<file path="src/rtl/hdmi_timing_gen.sv">
// Video timing generator that locks a YCbCr 4:2:2 pixel stream to the raster
// and formats it for an HDMI transmitter. Underflow and SOF errors are counted.
module hdmi_timing_gen #(
  parameter int   H_ACTIVE = 1920,
  parameter int   H_FP     = 88,
  parameter int   H_SYNC   = 44,
  parameter int   H_BP     = 148,
  parameter int   V_ACTIVE = 1080,
  parameter int   V_FP     = 4,
  parameter int   V_SYNC   = 5,
  parameter int   V_BP     = 36,
  parameter logic HS_POL   = 1'b1,
  parameter logic VS_POL   = 1'b1
) (
  input  logic        pixel_clk,
  input  logic        reset,
  input  logic [15:0] pix_data,
  input  logic        pix_valid,
  input  logic        pix_sof,
  output logic        pix_ready,
  output logic        data_enable,
  output logic        hsync,
  output logic        vsync,
  output logic [23:0] data_HDMI,
  output logic [15:0] underflow_cnt,
  output logic [15:0] sof_err_cnt
);

  localparam int H_TOTAL = H_ACTIVE + H_FP + H_SYNC + H_BP;
  localparam int V_TOTAL = V_ACTIVE + V_FP + V_SYNC + V_BP;
  localparam int HW      = $clog2(H_TOTAL);
  localparam int VW      = $clog2(V_TOTAL);

  localparam logic [HW-1:0] H_LAST = HW'(H_TOTAL - 1);
  localparam logic [HW-1:0] H_ACT  = HW'(H_ACTIVE);
  localparam logic [HW-1:0] H_SS   = HW'(H_ACTIVE + H_FP);
  localparam logic [HW-1:0] H_SE   = HW'(H_ACTIVE + H_FP + H_SYNC);
  localparam logic [VW-1:0] V_LAST = VW'(V_TOTAL - 1);
  localparam logic [VW-1:0] V_ACT  = VW'(V_ACTIVE);
  localparam logic [VW-1:0] V_SS   = VW'(V_ACTIVE + V_FP);
  localparam logic [VW-1:0] V_SE   = VW'(V_ACTIVE + V_FP + V_SYNC);

  localparam logic [23:0] BLACK = 24'h80_10_00;

  typedef enum logic {WAIT_SOF, RUN} state_t;

  state_t          state, state_next;
  logic [HW-1:0]   h_cnt;
  logic [VW-1:0]   v_cnt;
  logic            active, origin, hs_region, vs_region;
  logic            de_next;
  logic [23:0]     data_next;
  logic            underflow_evt, sof_evt;

  always_ff @(posedge pixel_clk or posedge reset) begin
    if (reset) begin
      h_cnt <= '0;
      v_cnt <= '0;
    end else if (h_cnt == H_LAST) begin
      h_cnt <= '0;
      v_cnt <= (v_cnt == V_LAST) ? '0 : v_cnt + 1'b1;
    end else begin
      h_cnt <= h_cnt + 1'b1;
    end
  end

  assign active    = (h_cnt < H_ACT) && (v_cnt < V_ACT);
  assign origin    = (h_cnt == '0) && (v_cnt == '0);
  assign hs_region = (h_cnt >= H_SS) && (h_cnt < H_SE);
  assign vs_region = (v_cnt >= V_SS) && (v_cnt < V_SE);

  always_comb begin
    state_next    = state;
    pix_ready     = 1'b0;
    de_next       = 1'b0;
    data_next     = '0;
    underflow_evt = 1'b0;
    sof_evt       = 1'b0;
    case (state)
      WAIT_SOF: begin
        // Junk beats drain freely; the SOF beat waits for the raster origin.
        pix_ready = pix_valid && (!pix_sof || origin);
        if (active) begin
          de_next   = 1'b1;
          data_next = BLACK;
        end
        if (pix_valid && pix_sof && origin) begin
          state_next = RUN;
          data_next  = {pix_data, 8'h00};
        end
      end
      RUN: begin
        pix_ready = active;
        if (active) begin
          de_next = 1'b1;
          if (pix_valid) begin
            data_next = {pix_data, 8'h00};
            if (pix_sof != origin) begin
              sof_evt    = 1'b1;
              state_next = WAIT_SOF;
            end
          end else begin
            data_next     = BLACK;
            underflow_evt = 1'b1;
            state_next    = WAIT_SOF;
          end
        end
      end
    endcase
  end

  always_ff @(posedge pixel_clk or posedge reset) begin
    if (reset) begin
      state         <= WAIT_SOF;
      data_enable   <= 1'b0;
      hsync         <= ~HS_POL;
      vsync         <= ~VS_POL;
      data_HDMI     <= '0;
      underflow_cnt <= '0;
      sof_err_cnt   <= '0;
    end else begin
      state       <= state_next;
      data_enable <= de_next;
      hsync       <= hs_region ? HS_POL : ~HS_POL;
      vsync       <= vs_region ? VS_POL : ~VS_POL;
      data_HDMI   <= data_next;
      if (underflow_evt && (underflow_cnt != 16'hFFFF))
        underflow_cnt <= underflow_cnt + 16'd1;
      if (sof_evt && (sof_err_cnt != 16'hFFFF))
        sof_err_cnt <= sof_err_cnt + 16'd1;
    end
  end

endmodule

</file>
<file path="config.mk">
export PLATFORM = sky130hd
export DESIGN_NAME = hdmi_timing_gen
export DESIGN_NICKNAME = d
export VERILOG_FILES = /design/src/rtl/hdmi_timing_gen.sv
export SDC_FILE = /design/constraint.sdc
export NUM_CORES = 1
export LEC_CHECK = 0
export CAP_MARGIN = 20
export CORE_ASPECT_RATIO = 1.75
export CORE_UTILIZATION = 46
export DETAILED_ROUTE_END_ITERATION = 7
export PLACE_DENSITY = 0.83
export SLEW_MARGIN = 10
export SYNTH_ARGS = -nofsm -noshare
export SYNTH_HDL_FRONTEND = slang
export SYNTH_SLANG_ARGS = --single-unit
export TNS_END_PERCENT = 20
</file>
<file path="constraint.sdc">
create_clock -name pixel_clk -period 2.7 [get_ports pixel_clk]
set_input_delay 0.81 -clock pixel_clk [delete_from_list [all_inputs] [get_ports pixel_clk]]
set_output_delay 0.81 -clock pixel_clk [all_outputs]
set_load 0.1 [all_outputs]
</file>
==> results.txt <==
The flow ran to the end, but the final reports show violations. The checks that failed: setup timing. The first global-routing pass estimated approximately 14000 um of wire. The top fanout value on the critical path is 2. From bottom edge to top edge, the die measures between 100 and 150 um.

The standard cell area after detailed placement is 4560 um2. The data required time of the worst path is 1.89 ns. At the later pin of the worst-skew pair, clock insertion delay measures approximately 0.33 ns. The library cell used as clock root buffer is sky130_fd_sc_hd__clkbuf_16. The number of buffers inserted by port buffering is between 70 and 80. The power density normalized to cell area is roughly 500 nW/um2. In the global route stage, overall resource usage came out at between 20% and 30%. The routed design has ~8500 um of wire. For this design the static power due to leakage is 2.38 nW. The CTS tree is built. The sequential cell fraction of total power is 47.2%. Internal power comes to 1.86 mW.

The clock drives 75 sinks. The worst setup path is of the flop to output port kind. The hold path startpoint is underflow_cnt[7]$_DFFE_PP0P_. Entering global routing, the biggest net connects 33 pins. The number of buffers added by the clock tree synthesis step came out at 9. Among all flip-flop cells after synthesis, the most frequent one is sky130_fd_sc_hd__dfrtp_1. The number of hold buffers added after cts came out at 0. The portion of synthesized cell area occupied by the leading cell type is 51.8%. The deepest clock path buffer count is 2. The async set-reset flop share out of synthesis is 100%. sky130_fd_sc_hd__dfrtp_1 takes more of the synthesized area than any other cell.

The data arrival time at the worst-slack endpoint is between 2 and 2.5 ns. The starting utilization of the core area is 47.9%. The mux cell area share after synthesis came out at 1.87%. The maximum level of the CTS H-tree is 3.

Per report_power, the combinational group accounts for ~6.6% of the total. The final count of pins violating max slew is 0. The net switching power of the design came out at 0.543 mW. The time the worst path needs with I/O delays and setup is 2.93 ns. The path class of the tightest hold or removal check is flop to flop. Of the total power, the share spent switching nets is between 20% and 30%.

Of the available clock period, the critical path in the final layout requires 108%. The horizontal die dimension is between 60 and 70 um. The average size of a mapped cell came out at 10.7 um2.

The count of standard-cell rows is 42. In the synthesized netlist, the number of instances is between 300 and 400. After synthesis, the largest family of logic cells by area is simple AND/OR/NAND/NOR gates. The half-perimeter wire length after detailed placement came out at ~6300 um. The clock transition time at the flip-flop clock pins of the worst setup and hold paths is around 0.050 ns. The worst register-to-register path begins at h_cnt[10]$_DFF_PP0_.

In the routed design, unresolved DRC markers number 0. The register bit total from synthesis came out at 75. The count of antenna-violating nets left after detailed routing is 0. The initial antenna violation count came out at 0. The final antenna diode count is 0. The fraction of final layout cells sized beyond drive strength 1 is between 20% and 30%. Setup repair after global routing could not meet its margin everywhere. The via count of the first global-routing pass came to 3023.

Power comes to between 2 and 2.5 mW. The part of the power in the clock network is between 40% and 50%. The worst-margin pin slew is about 0.54 ns.

The total global routing overflow is 0. By area the synthesized netlist is led by sky130_fd_sc_hd__dfrtp_1 52%, sky130_fd_sc_hd__xnor2_1 5.8%, sky130_fd_sc_hd__and3_1 4.1%. The number of different library cells used by synthesis comes to 47. The total area inside the core boundary comes to 7570 um2. The number of nets in the layout is 476. The area growth from synthesis to final layout came out at 36.6%. The number of primary I/O pins is 80. The area fraction in compound gates after synthesis came out at approximately 5.9%.

The count of final setup violators came out at 3. The adder and majority cell fraction of the synthesized area came out at between 2 and 2.5%. The synthesized netlist devotes 8.95% of its cell area to XOR and XNOR gates.

The worst-case headroom to the max-slew limit is a little under two thirds. The final number of hold-violating endpoints came out at 0. The clock skew after layout came out at 0.00627 ns. The synthesized design contains 0 enable-type register cells. After routing the design area is slightly below 5000 um2.

The Yosys step of the flow raised 0 warnings. The nature of the critical path endpoint is an output port. The maximum ir drop on the vdd rail came out at approximately 0.34 mV. Tracing the worst setup path back leads to its startpoint at h_cnt[10]$_DFF_PP0_. The area fraction in and, or, nand and nor cells after synthesis came out at 25.2%. STA classifies the critical path startpoint as a flop.

The fmax is 0.342 GHz. The proportion of synthesized chip area in sequential cells is about half. The number of DRC violations after detailed-routing iteration 0 came out at roughly 160. The congestion estimate from routability-driven global placement came to about 0.85. The average wire per standard cell is between 15 and 20 um.

The total number of vias came out at 2984. The die covers slightly above 8000 um2. The max-cap violation count is 0. The via density per instance came out at around 5.5. The first TritonRoute pass finished after 4 iterations.

The final worst slack is -0.228 ns. The cell area that synthesis handed to floorplanning was between 3000 and 4000 um2.
## metrics by stage
stage                     hold slack (ns)  util (%)  std cells  setup TNS (ns)  setup WS (ns)
final                               0.496      65.4        541          -0.232         -0.228
after global routing                0.509      65.4        541          -0.933         -0.300
after CTS                           0.502      64.1        538          -0.277         -0.250
after detailed placement            0.493      60.3        523           -1.09         -0.182
after global placement              0.484      60.3        523          -0.573         -0.109
after floorplan                     0.454         -        345         -0.0653        -0.0239
## critical path, cell delays in order, from the launching register on
cell and delay (ns):
sky130_fd_sc_hd__dfrtp_1 0.37, sky130_fd_sc_hd__or4_4 0.56, sky130_fd_sc_hd__nor3_4 0.16, sky130_fd_sc_hd__nand3_2 0.12, sky130_fd_sc_hd__ha_4 0.17, sky130_fd_sc_hd__nor2_2 0.09, sky130_fd_sc_hd__a22o_4 0.14, sky130_fd_sc_hd__buf_12 0.17
## final cells by class
cell class | count | area (um2)
inverters | 9 | 37.5
repair buffers | 108 | 912
well taps | 88 | 110
flip-flops and latches | 75 | 1880
clock inverters | 2 | 10.0
fillers | 601 | 2620
clock buffers | 13 | 270
multi-input cells | 246 | 1730
## layout by cell type (no fill, tap or decap), types with 5 or more instances in the layout
cell / netlist / routed
sky130_fd_sc_hd__nand4_1: 20 / 20
sky130_fd_sc_hd__conb_1: 1 / 8
sky130_fd_sc_hd__ha_1: 7 / 6
sky130_fd_sc_hd__inv_1: 9 / 8
sky130_fd_sc_hd__nor2_1: 25 / 23
sky130_fd_sc_hd__mux2_2: 6 / 5
sky130_fd_sc_hd__o21ai_0: 15 / 15
sky130_fd_sc_hd__buf_4: 8 / 84
sky130_fd_sc_hd__nand3_1: 26 / 23
sky130_fd_sc_hd__clkbuf_16: 0 / 9
sky130_fd_sc_hd__xor2_1: 13 / 13
sky130_fd_sc_hd__clkdlybuf4s50_1: 0 / 19
sky130_fd_sc_hd__dfrtp_1: 75 / 74
sky130_fd_sc_hd__xnor2_1: 24 / 23
sky130_fd_sc_hd__and3_1: 24 / 24
sky130_fd_sc_hd__nand2_1: 24 / 24
## final timing paths
| kind | cells after the start | to | slack [ns] |
|---|---|---|---|
| setup / recovery | 7 | pix_ready | -0.23 |
| hold / removal | 1 | underflow_cnt[7]$_DFFE_PP0P_ | 0.50 |
| setup reg to reg | 10 | sof_err_cnt[3]$_DFFE_PP0P_ | 0 |
| hold reg to reg | 1 | underflow_cnt[7]$_DFFE_PP0P_ | 0.50 |
| max in group asynchronous | 3 | v_cnt[9]$_DFFE_PP0N_ | 1.30 |
| min in group asynchronous | 2 | h_cnt[8]$_DFF_PP0_ | 0.87 |
## registers in the layout (all words and copies together) (netlist names)
| signal | flops |
|---|---|
| state | 1 |
| underflow_cnt | 16 |
| sof_err_cnt | 16 |
| h_cnt | 12 |
| data_HDMI | 16 |
| hsync | 1 |
| vsync | 1 |
| data_enable | 1 |
| v_cnt | 11 |
## synthesized netlist by cell type (6+ instances only)
cell                       n
sky130_fd_sc_hd__and3_1   24
sky130_fd_sc_hd__mux2_2    6
sky130_fd_sc_hd__nand3_1  26
sky130_fd_sc_hd__inv_1     9
sky130_fd_sc_hd__nand2_1  24
sky130_fd_sc_hd__nand4_1  20
sky130_fd_sc_hd__ha_1      7
sky130_fd_sc_hd__dfrtp_1  75
sky130_fd_sc_hd__xor2_1   13
sky130_fd_sc_hd__nor2_1   25
sky130_fd_sc_hd__buf_4     8
sky130_fd_sc_hd__o21ai_0  15
sky130_fd_sc_hd__xnor2_1  24
## metal layers
layer	GRT usage [%]	share of wire [%]	vias to the layer above	routed length, um
met1	22.4	36	1479	3100
met3	5.16	4.0	17	341
met5	0	0	-	0
li1	-	-	1411	-
met2	39.2	57	77	4890
met4	11.1	2.5	0	212
## cell families after synthesis
logic type | count (synthesis)
muxes | 6
DFF | 75
and+or+nand+nor | 156
other | 1
xor gates and xnor gates | 37
AOI/OAI and AO/OA | 32
buffers and inverters | 24
adders and majority gates | 7
## timing repair
item | in CTS | in global routing
resized for setup | 4 | 13
endpoints found under the setup margin | 9 | 16
pin swaps | 2 | 5
setup buffers | 0 | 3
gates cloned | 0 | 0
## power groups by stage
stage / clock [mW] / combinational, mW / sequential, mW
floorplan: 0 / 0.0896 / 1.17
global placement: 0 / 0.156 / 1.15
detailed placement: 0 / 0.158 / 1.15
CTS: 1.13 / 0.159 / 1.13
global route: 1.19 / 0.167 / 1.13
finish: 1.11 / 0.158 / 1.13
No activity file was read; power rests on OpenSTA's default activity.
